$ cat src/rtl/ccb_cmd_receiver_if.sv
`default_nettype none
// ============================================================================
// Module      : ccb_cmd_receiver_if
// Description : CCB backplane bus plus event-FIFO access signals for the
//               CCB command receiver. The master modport drives the bus
//               and reads the FIFO. The slave modport is the receiver.
// Revision    : 1.0 - initial release
// ============================================================================
interface ccb_cmd_receiver_if #(
   parameter int TS_WIDTH = 16
);
   // Control and backplane inputs to the receiver
   logic                    en;
   logic                    ccb_cmd_s;
   logic [5:0]              ccb_cmd;
   logic                    ccb_data_s;
   logic [7:0]              ccb_data;
   logic [2:0]              ccb_cal;
   // Decoded outputs
   logic                    bc0;
   logic                    l1_reset;
   logic                    soft_reset;
   logic                    unk_cmd;
   logic                    data_valid;
   logic [7:0]              data_out;
   logic [2:0]              cal_pulse;
   // Event FIFO access
   logic [16+TS_WIDTH-1:0]  fifo_dout;
   logic                    fifo_empty;
   logic                    fifo_rd;
   logic                    overflow;
   logic [7:0]              drop_cnt;
   logic                    clr_ovf;

   modport master (
      output en, ccb_cmd_s, ccb_cmd, ccb_data_s, ccb_data, ccb_cal, fifo_rd, clr_ovf,
      input  bc0, l1_reset, soft_reset, unk_cmd, data_valid, data_out, cal_pulse,
             fifo_dout, fifo_empty, overflow, drop_cnt
   );

   modport slave (
      input  en, ccb_cmd_s, ccb_cmd, ccb_data_s, ccb_data, ccb_cal, fifo_rd, clr_ovf,
      output bc0, l1_reset, soft_reset, unk_cmd, data_valid, data_out, cal_pulse,
             fifo_dout, fifo_empty, overflow, drop_cnt
   );
endinterface
`default_nettype wire

$ cat src/rtl/ccb_cmd_receiver.sv
`default_nettype none
// ============================================================================
// Module      : ccb_cmd_receiver
// Description : Receive end of the CCB backplane command bus. It registers
//               the active-low strobes and decodes fixed commands into
//               1-clk pulses. It latches the data byte, and it logs every
//               strobed cycle with a timestamp into a first-word-fall-through
//               event FIFO.
//               Optional feature macro: CCB_CAL_DECODE_EN enables
//               calibration strobe decoding on cal_pulse. Without it,
//               cal_pulse is tied to zero.
// Revision    : 1.0 - initial release
// ============================================================================
module ccb_cmd_receiver #(
   parameter int         FIFO_DEPTH  = 8,
   parameter int         TS_WIDTH    = 16,
   parameter logic [5:0] CMD_BC0     = 6'h01,
   parameter logic [5:0] CMD_L1RST   = 6'h03,
   parameter logic [5:0] CMD_SOFTRST = 6'h05
) (
   input  wire logic          clk,
   input  wire logic          rst_n,
   ccb_cmd_receiver_if.slave  bus
);
   localparam int c_entry_w = 16 + TS_WIDTH;
   localparam int c_aw      = $clog2(FIFO_DEPTH);

   localparam logic [c_aw-1:0]     c_ptr_one  = c_aw'(1);
   localparam logic [c_aw:0]       c_cnt_one  = (c_aw + 1)'(1);
   localparam logic [c_aw:0]       c_cnt_full = (c_aw + 1)'(FIFO_DEPTH);
   localparam logic [TS_WIDTH-1:0] c_ts_one   = TS_WIDTH'(1);

   // Stage-1 bus registers
   logic                 r_cmd_s;
   logic [5:0]           r_cmd;
   logic                 r_data_s;
   logic [7:0]           r_data;
   logic [TS_WIDTH-1:0]  r_s1_ts;

   // Timestamp counter
   logic [TS_WIDTH-1:0]  r_ts;

   // Stage-2 decode outputs
   logic                 r_bc0;
   logic                 r_l1_reset;
   logic                 r_soft_reset;
   logic                 r_unk_cmd;
   logic                 r_data_valid;
   logic [7:0]           r_data_out;

   // Event FIFO state
   logic [c_entry_w-1:0] r_mem [FIFO_DEPTH];
   logic [c_aw-1:0]      r_wr_ptr;
   logic [c_aw-1:0]      r_rd_ptr;
   logic [c_aw:0]        r_count;
   logic                 r_overflow;
   logic [7:0]           r_drop_cnt;

   logic                 w_cmd_ev;
   logic                 w_data_ev;
   logic                 w_is_bc0;
   logic                 w_is_l1;
   logic                 w_is_soft;
   logic                 w_push;
   logic                 w_pop;
   logic                 w_full;
   logic                 w_empty;
   logic                 w_do_push;
   logic                 w_drop;
   logic [c_entry_w-1:0] w_entry;
   logic [c_aw:0]        w_cnt_next;

   // Each cycle with a registered strobe low is one event; there is no edge detection
   assign w_cmd_ev  = bus.en && !r_cmd_s;
   assign w_data_ev = bus.en && !r_data_s;
   assign w_is_bc0  = (r_cmd == CMD_BC0);
   assign w_is_l1   = (r_cmd == CMD_L1RST);
   assign w_is_soft = (r_cmd == CMD_SOFTRST);

   // A cycle with both strobes low produces one entry. The field without a flag is zeroed.
   assign w_push  = w_cmd_ev || w_data_ev;
   assign w_entry = {w_cmd_ev, w_data_ev,
                     (w_cmd_ev  ? r_cmd  : 6'h00),
                     (w_data_ev ? r_data : 8'h00),
                     r_s1_ts};

   // A pop frees a slot before the push in the same cycle, so full+push+pop does not drop
   assign w_empty   = (r_count == '0);
   assign w_full    = (r_count == c_cnt_full);
   assign w_pop     = bus.fifo_rd && !w_empty;
   assign w_do_push = w_push && (!w_full || w_pop);
   assign w_drop    = w_push && w_full && !w_pop;

   // Occupancy after this cycle's push and pop
   always_comb begin
      w_cnt_next = r_count;
      if (w_do_push && !w_pop) begin
         w_cnt_next = r_count + c_cnt_one;
      end else if (!w_do_push && w_pop) begin
         w_cnt_next = r_count - c_cnt_one;
      end
   end

   // Stage 1: sample the whole bus and the current timestamp every clock
   always_ff @(posedge clk or negedge rst_n) begin
      if (!rst_n) begin
         r_cmd_s  <= 1'b1;
         r_cmd    <= 6'h00;
         r_data_s <= 1'b1;
         r_data   <= 8'h00;
         r_s1_ts  <= '0;
      end else begin
         r_cmd_s  <= bus.ccb_cmd_s;
         r_cmd    <= bus.ccb_cmd;
         r_data_s <= bus.ccb_data_s;
         r_data   <= bus.ccb_data;
         r_s1_ts  <= r_ts;
      end
   end

   // Free-running timestamp, frozen while disabled
   always_ff @(posedge clk or negedge rst_n) begin
      if (!rst_n) begin
         r_ts <= '0;
      end else if (bus.en) begin
         r_ts <= r_ts + c_ts_one;
      end
   end

   // Stage 2: decode registered strobes into single-cycle pulses and hold the data byte
   always_ff @(posedge clk or negedge rst_n) begin
      if (!rst_n) begin
         r_bc0        <= 1'b0;
         r_l1_reset   <= 1'b0;
         r_soft_reset <= 1'b0;
         r_unk_cmd    <= 1'b0;
         r_data_valid <= 1'b0;
         r_data_out   <= 8'h00;
      end else begin
         r_bc0        <= w_cmd_ev && w_is_bc0;
         r_l1_reset   <= w_cmd_ev && w_is_l1;
         r_soft_reset <= w_cmd_ev && w_is_soft;
         r_unk_cmd    <= w_cmd_ev && !(w_is_bc0 || w_is_l1 || w_is_soft);
         r_data_valid <= w_data_ev;
         if (w_data_ev) begin
            r_data_out <= r_data;
         end
      end
   end

   // FIFO pointers, occupancy and drop accounting. A drop in the same cycle as clear wins.
   always_ff @(posedge clk or negedge rst_n) begin
      if (!rst_n) begin
         r_wr_ptr   <= '0;
         r_rd_ptr   <= '0;
         r_count    <= '0;
         r_overflow <= 1'b0;
         r_drop_cnt <= 8'h00;
      end else begin
         r_count <= w_cnt_next;
         if (w_do_push) begin
            r_wr_ptr <= r_wr_ptr + c_ptr_one;
         end
         if (w_pop) begin
            r_rd_ptr <= r_rd_ptr + c_ptr_one;
         end
         if (w_drop) begin
            r_overflow <= 1'b1;
            if (bus.clr_ovf) begin
               r_drop_cnt <= 8'h01;
            end else if (r_drop_cnt != 8'hFF) begin
               r_drop_cnt <= r_drop_cnt + 8'h01;
            end
         end else if (bus.clr_ovf) begin
            r_overflow <= 1'b0;
            r_drop_cnt <= 8'h00;
         end
      end
   end

   // FIFO storage. Contents need no reset because the output is masked while empty.
   always_ff @(posedge clk) begin
      if (w_do_push) begin
         r_mem[r_wr_ptr] <= w_entry;
      end
   end

`ifdef CCB_CAL_DECODE_EN
   logic [2:0] r_cal;
   logic [2:0] r_cal_pulse;

   // Stage 1 for the calibration strobes
   always_ff @(posedge clk or negedge rst_n) begin
      if (!rst_n) begin
         r_cal <= 3'b111;
      end else begin
         r_cal <= bus.ccb_cal;
      end
   end

   // Stage 2: each low calibration strobe gives a pulse. These pulses never touch the FIFO.
   always_ff @(posedge clk or negedge rst_n) begin
      if (!rst_n) begin
         r_cal_pulse <= 3'b000;
      end else begin
         r_cal_pulse <= bus.en ? ~r_cal : 3'b000;
      end
   end

   assign bus.cal_pulse = r_cal_pulse;
`else
   assign bus.cal_pulse = 3'b000;
`endif

   assign bus.bc0        = r_bc0;
   assign bus.l1_reset   = r_l1_reset;
   assign bus.soft_reset = r_soft_reset;
   assign bus.unk_cmd    = r_unk_cmd;
   assign bus.data_valid = r_data_valid;
   assign bus.data_out   = r_data_out;
   assign bus.fifo_empty = w_empty;
   assign bus.fifo_dout  = w_empty ? '0 : r_mem[r_rd_ptr];
   assign bus.overflow   = r_overflow;
   assign bus.drop_cnt   = r_drop_cnt;

endmodule
`default_nettype wire

$ cat src/flat_wrapper.sv
// flat-port wrapper written by rule: the top's interface ports become plain ports
module ccb_cmd_receiver_flat 
#(
   parameter int         FIFO_DEPTH  = 8,
   parameter int         TS_WIDTH    = 16,
   parameter logic [5:0] CMD_BC0     = 6'h01,
   parameter logic [5:0] CMD_L1RST   = 6'h03,
   parameter logic [5:0] CMD_SOFTRST = 6'h05
)
  (clk, rst_n, bus_en, bus_ccb_cmd_s, bus_ccb_cmd, bus_ccb_data_s, bus_ccb_data, bus_ccb_cal, bus_fifo_rd, bus_clr_ovf, bus_bc0, bus_l1_reset, bus_soft_reset, bus_unk_cmd, bus_data_valid, bus_data_out, bus_cal_pulse, bus_fifo_dout, bus_fifo_empty, bus_overflow, bus_drop_cnt);
  ccb_cmd_receiver_if #(.TS_WIDTH(TS_WIDTH)) bus_i ();
  input  wire logic clk;
  input  wire logic rst_n;
  input wire logic [$bits(bus_i.en)-1:0] bus_en;
  input wire logic [$bits(bus_i.ccb_cmd_s)-1:0] bus_ccb_cmd_s;
  input wire logic [$bits(bus_i.ccb_cmd)-1:0] bus_ccb_cmd;
  input wire logic [$bits(bus_i.ccb_data_s)-1:0] bus_ccb_data_s;
  input wire logic [$bits(bus_i.ccb_data)-1:0] bus_ccb_data;
  input wire logic [$bits(bus_i.ccb_cal)-1:0] bus_ccb_cal;
  input wire logic [$bits(bus_i.fifo_rd)-1:0] bus_fifo_rd;
  input wire logic [$bits(bus_i.clr_ovf)-1:0] bus_clr_ovf;
  output wire logic [$bits(bus_i.bc0)-1:0] bus_bc0;
  output wire logic [$bits(bus_i.l1_reset)-1:0] bus_l1_reset;
  output wire logic [$bits(bus_i.soft_reset)-1:0] bus_soft_reset;
  output wire logic [$bits(bus_i.unk_cmd)-1:0] bus_unk_cmd;
  output wire logic [$bits(bus_i.data_valid)-1:0] bus_data_valid;
  output wire logic [$bits(bus_i.data_out)-1:0] bus_data_out;
  output wire logic [$bits(bus_i.cal_pulse)-1:0] bus_cal_pulse;
  output wire logic [$bits(bus_i.fifo_dout)-1:0] bus_fifo_dout;
  output wire logic [$bits(bus_i.fifo_empty)-1:0] bus_fifo_empty;
  output wire logic [$bits(bus_i.overflow)-1:0] bus_overflow;
  output wire logic [$bits(bus_i.drop_cnt)-1:0] bus_drop_cnt;
  assign bus_i.en = bus_en;
  assign bus_i.ccb_cmd_s = bus_ccb_cmd_s;
  assign bus_i.ccb_cmd = bus_ccb_cmd;
  assign bus_i.ccb_data_s = bus_ccb_data_s;
  assign bus_i.ccb_data = bus_ccb_data;
  assign bus_i.ccb_cal = bus_ccb_cal;
  assign bus_i.fifo_rd = bus_fifo_rd;
  assign bus_i.clr_ovf = bus_clr_ovf;
  assign bus_bc0 = bus_i.bc0;
  assign bus_l1_reset = bus_i.l1_reset;
  assign bus_soft_reset = bus_i.soft_reset;
  assign bus_unk_cmd = bus_i.unk_cmd;
  assign bus_data_valid = bus_i.data_valid;
  assign bus_data_out = bus_i.data_out;
  assign bus_cal_pulse = bus_i.cal_pulse;
  assign bus_fifo_dout = bus_i.fifo_dout;
  assign bus_fifo_empty = bus_i.fifo_empty;
  assign bus_overflow = bus_i.overflow;
  assign bus_drop_cnt = bus_i.drop_cnt;
  ccb_cmd_receiver #(.FIFO_DEPTH(FIFO_DEPTH), .TS_WIDTH(TS_WIDTH), .CMD_BC0(CMD_BC0), .CMD_L1RST(CMD_L1RST), .CMD_SOFTRST(CMD_SOFTRST)) u_core (.clk(clk), .rst_n(rst_n), .bus(bus_i));
endmodule
$ cat config.mk
export PLATFORM = sky130hd
export DESIGN_NAME = ccb_cmd_receiver_flat
export DESIGN_NICKNAME = d
export VERILOG_FILES = /design/src/rtl/ccb_cmd_receiver_if.sv /design/src/rtl/ccb_cmd_receiver.sv /design/src/flat_wrapper.sv
export SDC_FILE = /design/constraint.sdc
export NUM_CORES = 1
export LEC_CHECK = 0
export ABC_AREA = 1
export BUFFER_PORTS_ARGS = -buffer_cell sky130_fd_sc_hd__buf_2
export CORE_MARGIN = 3
export CORE_UTILIZATION = 55
export CTS_CLUSTER_SIZE = 20
export DETAILED_ROUTE_END_ITERATION = 7
export PLACE_DENSITY = 0.73
export SYNTH_ARGS = -nofsm -noshare
export SYNTH_HDL_FRONTEND = slang
export SYNTH_SLANG_ARGS = --single-unit
export TNS_END_PERCENT = 100
$ cat constraint.sdc
create_clock -name clk -period 3.65 [get_ports clk]
set_input_delay 0.73 -clock clk [delete_from_list [all_inputs] [get_ports clk]]
set_output_delay 0.73 -clock clk [all_outputs]
set_load 0.01 [all_outputs]
# Yosys cells after proc, flatten, opt, wreduce, memory -nomap -nowiden
# Memory sizes are Yosys's and may differ from the RTL's.
# Index checks and enable logic that the tools add are counted.
word_totals:
  ram_bits: 256
  n_memories: 1
  out_inout_bits: 58
  inputBits: 24
  ff_bits: 80
classes:
  mux: 13
  eq_ne: 5
  n_reduce_logical: 28
  addsub: 6
memory_table:
  columns: ["name", "words", "width", "read_ports", "rd_clocked_by_memory_dff", "wr", "line_no", "rtl"]
  rows:
  - ["u_core.r_mem", 8, 32, 1, 0, 1, "ccb_cmd_receiver.sv:52", "logic [c_entry_w-1:0] r_mem [FIFO_DEPTH];"]
op_table:
  columns: ["op", "n"]
  rows:
  - ["8-bit two-way mux", 5]
  - ["32-bit two-way mux", 1]
  - ["16-bit by 1-bit adder with 16-bit output (second input constant)", 1]
  - ["1-bit logical AND", 12]
  - ["8-bit by 1-bit adder with 8-bit output (second input constant)", 1]
  - ["4-bit two-way mux", 2]
  - ["8-bit inequality test (second input constant)", 1]
  - ["1-bit logical NOT", 7]
  - ["3-bit by 1-bit adder with 3-bit output (second input constant)", 2]
  - ["6-bit by 1-bit equality test with 1-bit output (second input constant)", 1]
  - ["6-bit by 2-bit equality test with 1-bit output (second input constant)", 1]
  - ["6-bit by 3-bit equality test with 1-bit output (second input constant)", 1]
  - ["6-bit two-way mux", 1]
  - ["2-bit nonzero test", 3]
  - ["4-bit by 1-bit adder with 4-bit output (second input constant)", 1]
  - ["4-bit equality test (second input constant)", 1]
  - ["4-bit logical NOT", 1]
  - ["1-bit logical OR", 4]
  - ["1-bit two-way mux", 4]
  - ["4-bit by 1-bit subtractor with 4-bit output (second input constant)", 1]
  - ["2-bit AND reduction", 1]

# Logic depth before layout (Yosys ltp)
# Gate-level depths: netlist of the first run.
logic_depth:
  depth_word: 9
  ltp_mapped: 15
  depth_no_buf: 14

# Worst setup path before layout of the first run
# No wires, ideal clock.
synth_timing:
  kind: "input -> register"
  startpoint: "input bus_en"
  endpoint: "memory u_core.r_mem[0][0] (netlist bit) (enable)"
  stages: 8
  t_arrival_ps: 2840
  setup_ps: 421
  required_ps: 3229
  slack_ps: 389
  cell_sequence: "buf_6 -> inv_4 -> nor2_8 -> inv_4 -> nand2_8 -> nand2_4 -> or2_4 -> nor2_1"
synth_via:
  elab_chain_cells: 5
  word_cells_on_any_way: 6
synth_rtl:
  columns: ["item", "line_no", "rtl"]
  rows:
  - ["from (decl)", "flat_wrapper.sv:14", "input wire logic [$bits(bus_i.en)-1:0] bus_en;"]
  - ["1-bit logical AND", "ccb_cmd_receiver.sv:74", "assign w_cmd_ev = bus.en && !r_cmd_s;"]
  - ["net u_core.w_cmd_ev", "ccb_cmd_receiver.sv:59", "logic w_cmd_ev;"]
  - ["1-bit logical OR", "ccb_cmd_receiver.sv:81", "assign w_push = w_cmd_ev || w_data_ev;"]
  - ["1-bit logical AND", "ccb_cmd_receiver.sv:91", "assign w_do_push = w_push && (!w_full || w_pop);"]
  - ["1-bit two-way mux", "ccb_cmd_receiver.sv:183", "if (w_do_push) begin"]
  - ["1-bit two-way mux (not written as such)", "ccb_cmd_receiver.sv:184", "r_mem[r_wr_ptr] <= w_entry;"]
  - ["to (decl)", "ccb_cmd_receiver.sv:52", null]
# The timed path passes the listed nets, and every way through them passes these cells.

# Worst setup path after layout of the first run
layout_timing:
  startpoint: "register u_core.r_rd_ptr[0]"
  endpoint: "output bus_fifo_dout[0]"
layout_via:
  elab_chain_cells: 2
layout_rtl:
  columns: ["item", "line_no", "rtl"]
  rows:
  - ["from (decl)", "ccb_cmd_receiver.sv:54", "logic [c_aw-1:0] r_rd_ptr;"]
  - ["from (signal assigned)", "ccb_cmd_receiver.sv:165", "r_rd_ptr <= r_rd_ptr + c_ptr_one;"]
  - ["memory read 8 x 32 bit", null, null]
  - ["32-bit two-way mux", "ccb_cmd_receiver.sv:222", "assign bus.fifo_dout = w_empty ? '0 : r_mem[r_rd_ptr];"]
  - ["to (decl)", "flat_wrapper.sv:29", "output wire logic [$bits(bus_i.fifo_dout)-1:0] bus_fifo_dout;"]
# Every way passes these cells.

==> impl_metrics.csv, run 1 <==
group,metric,value,unit
status,outcome,"completed",
worst_setup_path,crit-reg2reg-capture,"u_core.r_count[3]",
worst_setup_path,timing.rr.start,"u_core.r_count[0]",
clocking,post_cts_buffers,0,
route,dr_wl_met3,1622,um
clocking,clk-insertion-delay-late,0.51,ns
pwr,switching_share,33.91,%
worst_setup_path,crit_required,2.92,ns
pwr,total_power_draw,12.23,mW
route,met1Wirelength,11470,um
clocking,clock_tree.root_cell,"sky130_fd_sc_hd__clkbuf_16",
pwr,clockPowerShare,28.4,%
clocking,tritoncts,"yes",
route,vias_per_cell,5.444,
timing,fin_crit_sh,87.02,%
pwr,power.share.sequential,41.9,%
pwr,vdd_ir_drop_max,0.5061,mV
final_layout,insertedDiodeCount,0,
clocking,ctsHtreeMaxLevel,2,
clocking,cts_resized,0,
route,wl_per_cell,17.44,um
final_layout,final_nets,1262,
floorplanning,chipWidth,163.0,um
route,top_signal_layer_used,"met4",
worst_setup_path,worst-path-max-fanout,60,
hold_path,timing.hold.worst.class,"in -> async",
timing,report.final.hold_viol_count,0,
grt,grt_antenna_before_repair,0,
floorplanning,design.core.area,0.02382,sq mm
logic_synthesis,synth.ff_latch_count,336,
worst_setup_path,ff2ff_path_depth,13,
timing,timing.setup.tns,0,ns
logic_synthesis,ys_seq_area_share,71.47,%
timing,worst_slew_pin_slew,0.8711,ns
final_layout,syn2layout_area_growth,13.75,%
logic_synthesis,mappedNetlistArea,0.01356,sq mm
logic_synthesis,syn_area_per_cell,11.75,sq um
route,drc_errors,0,
grt,grt_first_pass_wirelength,43590,um
floorplanning,ios,82,
worst_setup_path,crit_arrival,2.45,ns
pwr,p_int,8.084,mW
route,vias,8574,
clocking,clockBufferDepth,3,
route,drt_pre_antenna_iters,4,
worst_setup_path,timing.setup.critical_path_class,"reg -> out",
route,number_of_drc_markers_after_the_initial_detailed_route_iteration,693,
pwr,power_density,793.0,mW/mm^2
timing,setup-violations-final,0,
placement,dp_hpwl,14630,um
final_layout,layout.cells.most_common,"sky130_fd_sc_hd__nor2_1",
final_layout,fillerInstances,1751,
timing,slew_viol_final,0,
route,ant_nets,0,
final_layout,drive_above_1_share,13.61,%
final_layout,final_cell_mix,"sky130_fd_sc_hd__nor2_1 (291), sky130_fd_sc_hd__edfxtp_1 (256), sky130_fd_sc_hd__o21ai_0 (152)",
logic_synthesis,synthCells,1154,
worst_setup_path,crit_path_start_kind,"flop",
floorplanning,die_area,0.02658,sq mm
grt,grtUsageTotal,21.06,%
clocking,clkTransAtPathRegs,0.06,ns
route,wl,27470,um
clocking,tritoncts.num_buffers,34,
floorplanning,effective_utilization_at_floorplan,56.92,%
grt,maximum_number_of_pins_on_one_net_before_global_route_repair,131,
clocking,cts_num_sinks,336,
pwr,power.switching,4.148,mW
timing,final.min_clock_period,3.176,ns
worst_setup_path,regToRegSetupSlack,1.33,ns
timing,setup_clock_skew_after_layout,0.01112,ns
logic_synthesis,yosysWarningCount,0,
route,wl_met2,13700,um
timing,slew_margin_rel,41.92,%
placement,io_buffer_count,75,
placement,routabilityCongestion,0.8092,
timing,fmaxAchievable,314.8,MHz
logic_synthesis,count_of_unique_library_cells_instantiated_by_yosys,38,
run,maxCapViolCount,0,
worst_setup_path,critPathCaptureType,"output port",
timing,grt_setup_unrepaired,"no",
pwr,power.static_leakage,5.989,nW
grt,overflow,0,
final_layout,finalCoreUtilization,64.75,%
floorplanning,num_rows,56,
grt,first_global_vias,8345,
pwr,comb_power_share,29.6,%
clocking,post_cts_hold_buffer_count,0,
floorplanning,die_y,163.0,um
## metrics by stage
stage / setup slack (ns) / instance area (sq um) / hold slack [ns] / cells
floorplan: 0.3889 / 13570 / 0.3741 / 1156
global placement: 0.8115 / 14290 / 0.4153 / 1513
detailed placement: 0.7684 / 14290 / 0.4091 / 1513
CTS: 0.4320 / 15420 / 0.2754 / 1575
global route: 0.2452 / 15420 / 0.2915 / 1575
finish: 0.4736 / 15420 / 0.2511 / 1575
## layout make-up
cell class / instances / area [sq um] / area share (%)
sequential: 336 / 9701 / 62.89
clock inverter: 11 / 127.6 / 0.8274
tap: 319 / 399.1 / 2.588
multi-input combinational: 709 / 3369 / 21.84
timing repair buffer: 97 / 618.1 / 4.007
inverter: 52 / 201.4 / 1.306
clock buffer: 51 / 1008 / 6.538
## sequential cells by signal (all words and copies together), names as in the netlist
name and count:
u_core.bus.data_out 8, u_core.r_count 4, u_core.r_mem 256, u_core.bus.bc0 1, u_core.bus.overflow 1, u_core.r_wr_ptr 3
u_core.bus.unk_cmd 1, u_core.bus.drop_cnt 8, u_core.bus.data_valid 1, u_core.r_cmd_s 1, u_core.r_data 8, u_core.r_cmd 6
u_core.bus.soft_reset 1, u_core.r_s1_ts 16, u_core.r_data_s 1, u_core.r_ts 16, u_core.bus.l1_reset 1, u_core.r_rd_ptr 3
## synth_stat cells, drive strengths merged
library cell / n / share of area (%)
o211ai: 32 / 1.8
o21bai: 2 / 0.11
dfstp: 2 / 0.39
fa: 1 / 0.15
edfxtp: 256 / 57
o21ai: 176 / 6.5
xor2: 10 / 0.65
or2: 2 / 0.11
nor3: 5 / 0.18
nor4: 2 / 0.092
conb: 1 / 0.028
nand4: 6 / 0.28
a21oi: 2 / 0.074
ha: 7 / 0.65
nand3: 23 / 0.94
buf: 37 / 2.0
xnor2: 8 / 0.52
dfrtp: 78 / 14
nand2: 128 / 3.8
nor2: 302 / 8.6
inv: 52 / 1.5
clkbuf: 22 / 0.66
## worst max-delay path, stage by stage (launching register included)
cell	delay (ns)
sky130_fd_sc_hd__dfrtp_4	0.43
sky130_fd_sc_hd__clkinv_2	0.45
sky130_fd_sc_hd__buf_12	0.39
sky130_fd_sc_hd__o21ai_0	0.20
sky130_fd_sc_hd__o21ai_0	0.13
sky130_fd_sc_hd__nor2_1	0.10
sky130_fd_sc_hd__nor2_1	0.07
sky130_fd_sc_hd__buf_2	0.14
## per-layer routing
| layer | global-route usage [%] | vias up |
|---|---|---|
| li1 | - | 4111 |
| met1 | 27.23 | 4171 |
| met2 | 36.23 | 247 |
| met3 | 3.855 | 45 |
| met4 | 7.151 | 0 |
| met5 | 0 | - |
## kinds of logic (layout without fill, tap and decap cells)
kind of cell / Yosys count / count (layout) / share of synthesized area [%]
XOR/XNOR: 18 / 18 / 1.163
AND/OR/NAND/NOR: 468 / 468 / 13.91
adder cells (fa/ha/maj): 8 / 8 / 0.7935
other: 1 / 3 / 0.02765
buffers and inverters: 111 / 211 / 4.180
AO/OA/AOI/OAI: 212 / 212 / 8.452
flip-flops: 336 / 336 / 71.47
## power groups by stage
stage / clock (mW) / sequential (mW) / combinational (mW)
floorplan: 0 / 5.01 / 2.60
global placement: 0 / 5.17 / 3.55
detailed placement: 0 / 5.20 / 3.64
CTS: 3.54 / 5.12 / 3.68
global route: 3.69 / 5.19 / 4.13
finish: 3.48 / 5.13 / 3.62
## worst max path at each step
stage / startpoint / endpoint / slack (ns)
CTS: u_core.r_rd_ptr[0] / bus_fifo_dout[0] / 0.43
global route: u_core.r_rd_ptr[0] / bus_fifo_dout[3] / 0.25
floorplan: bus_en / u_core.r_mem[0][0] / 0.39
finish: u_core.r_rd_ptr[0] / bus_fifo_dout[0] / 0.47
global placement: bus_en / u_core.r_mem[5][6] / 0.81
detailed placement: bus_en / u_core.r_mem[5][5] / 0.77
(Power assumes the default switching activity.)
==> run 2, diff against run 1 <==
Settings changed: CORE_UTILIZATION 55 to 60, PLACE_DENSITY 0.73 to 0.8.
==> run 2 against run 1 <==
Cell area down 0.19%. First-iteration DRC count increased by 11%. Via count increased by 1.8%. Clock skew up 0.0023 ns. Global-route usage grew 2.2 points. Core utilization up 5.1 points. Clock power is essentially flat. Power increased by 0.16%. Non-clock buffer count unchanged. Sequential power rose by 2%. Critical endpoint is now bus_fifo_dout[23].
==> impl_metrics.csv, run 2 (synthesis gave the netlist of run 1 again) <==
group,metric,value,unit
status,outcome,"completed",
route,vias_per_cell,5.684,
floorplanning,die_y,156.3,um
grt,grtUsageTotal,23.30,%
worst_setup_path,crit_required,2.92,ns
grt,grt_first_pass_wirelength,44390,um
worst_setup_path,crit_slowest_cell,"sky130_fd_sc_hd__dfrtp_4",
route,wl,27920,um
clocking,ctsHtreeMaxLevel,2,
placement,io_buffer_count,75,
timing,setup-violations-final,0,
pwr,vdd_ir_drop_max,0.5146,mV
final_layout,final_design_area_no_fill,0.01539,sq mm
timing,setup_clock_skew_after_layout,0.01341,ns
route,number_of_drc_markers_after_the_initial_detailed_route_iteration,768,
clocking,clk-insertion-delay-late,0.51,ns
route,drc_errors,0,
timing,final.min_clock_period,3.386,ns
clocking,clockBufferDepth,3,
grt,first_global_vias,8751,
clocking,clkTransAtPathRegs,0.07,ns
grt,maximum_number_of_pins_on_one_net_before_global_route_repair,89,
clocking,cts_num_sinks,336,
route,vias,8731,
floorplanning,num_rows,54,
grt,overflow,0,
final_layout,final_nets,1262,
worst_setup_path,timing.setup.critical_path_class,"reg -> out",
final_layout,insertedDiodeCount,0,
worst_setup_path,worst-path-max-fanout,88,
placement,placed_area,0.01425,sq mm
clocking,post_cts_buffers,0,
pwr,power_density,795.8,mW/mm^2
floorplanning,design.core.area,0.02203,sq mm
route,wl_per_cell,18.17,um
route,ant_nets,0,
grt,grt_antenna_before_repair,0,
placement,place_inst,1474,
placement,dp_hpwl,15180,um
timing,grt_setup_unrepaired,"no",
final_layout,largest_register_ff_count,256,
floorplanning,effective_utilization_at_floorplan,61.57,%
worst_setup_path,largest_stage_delay_on_the_critical_path,1.01,ns
clocking,clock_tree.root_cell,"sky130_fd_sc_hd__clkbuf_16",
timing,worst_slew_pin_slew,0.9298,ns
timing,timing.setup.tns,0,ns
floorplanning,chipWidth,156.3,um
final_layout,final_cell_mix,"sky130_fd_sc_hd__nor2_1 (291), sky130_fd_sc_hd__edfxtp_1 (256), sky130_fd_sc_hd__o21ai_0 (152)",
clocking,tritoncts,"yes",
timing,slew_viol_final,0,
timing,fmaxAchievable,295.3,MHz
clocking,post_cts_hold_buffer_count,0,
clocking,cts_resized,0,
floorplanning,ios,82,
final_layout,largest_register,"u_core.r_mem",
timing,report.final.hold_viol_count,0,
final_layout,syn2layout_area_growth,13.53,%
final_layout,ff_latch_area,0.009701,sq mm
hold_path,timing.hold.worst.class,"in -> async",
final_layout,fillerInstances,1446,
final_layout,reg_top3,"u_core.r_mem (256), u_core.r_s1_ts (16), u_core.r_ts (16)",
worst_setup_path,worstPathCellList,"buf_4 -> o21ai_0 -> o211ai_1 -> nand2_1 -> nor2_1 -> buf_2",
worst_setup_path,critPathCaptureType,"output port",
timing,fin_crit_sh,92.77,%
pwr,power.static_leakage,6.001,nW
clocking,tritoncts.num_buffers,34,
worst_setup_path,crit_arrival,2.66,ns
worst_setup_path,crit_path_start_kind,"flop",
run,maxCapViolCount,0,
route,drt_pre_antenna_iters,5,
placement,routabilityCongestion,0.7795,
floorplanning,die_area,0.02444,sq mm
final_layout,drive_above_1_share,14.33,%
final_layout,layout.cells.most_common,"sky130_fd_sc_hd__nor2_1",
timing,slew_margin_rel,38.02,%
final_layout,multiInputGateArea,0.003369,sq mm
final_layout,post_layout_nonfiller_instances,1536,
==> run 2: area by class of cell <==
class                   count  area share, %
clock buffers              42          6.404
clock inverters            20          1.016
inverters                  52          1.309
multi-input cells         709          21.89
flip-flops and latches    336          63.01
well taps                 280          2.276
repair buffers             97          4.096
==> run 2: final timing paths <==
| path | cells after the start | endpoint | startpoint | slack (ns) |
|---|---|---|---|---|
| max in group asynchronous | 2 | u_core.bus.data_out[0] | rst_n | 2.74 |
| min reg2reg | 0 | u_core.r_s1_ts[15] | u_core.r_ts[15] | 0.43 |
| min | 1 | u_core.r_ts[2] | rst_n | 0.27 |
| min in group clk | 1 | u_core.r_cmd[1] | bus_ccb_cmd[1] | 0.32 |
| max | 6 | bus_fifo_dout[23] | u_core.r_rd_ptr[1] | 0.26 |
| max reg2reg | 14 | u_core.r_count[3] | u_core.r_count[0] | 1.34 |
==> run 2: worst max-delay path: cells and delay by family, from the launching register on <==
kind                   cells  cell delay [ns]
AND/OR/NAND/NOR            2             0.24
AO/OA/AOI/OAI              2             0.29
buffers and inverters      2             0.54
flip-flops                 1             1.01
==> run 2: routing by layer <==
metal,vias to the layer above,part of all wire [%],wire length (um),global-route usage (%)
met5,-,0,0,0
met4,0,3.1,867,9.754
met3,71,6.5,1823,3.927
met2,344,50,13840,38.97
met1,4217,41,11390,30.69
li1,4099,-,-,-
==> run 2: report_power, final <==
| part | switching (mW) | internal [mW] | total [mW] |
|---|---|---|---|
| registers | 0.483 | 4.74 | 5.22 |
| logic | 2.35 | 1.21 | 3.56 |
| clock network | 1.41 | 2.07 | 3.47 |
==> run 2: stage by stage <==
step | util (%) | total power, mW | hold slack, ns | setup WS, ns
3_3_place_gp | 64.71 | 8.658 | 0.3931 | 0.7395
2_1_floorplan | - | 7.612 | 0.3741 | 0.3889
6_report | 69.89 | 12.25 | 0.2730 | 0.2639
5_1_grt | 69.89 | 12.96 | 0.3039 | 0.1202
4_1_cts | 69.89 | 12.32 | 0.2942 | 0.2867
3_5_place_dp | 64.71 | 8.811 | 0.4007 | 0.7196
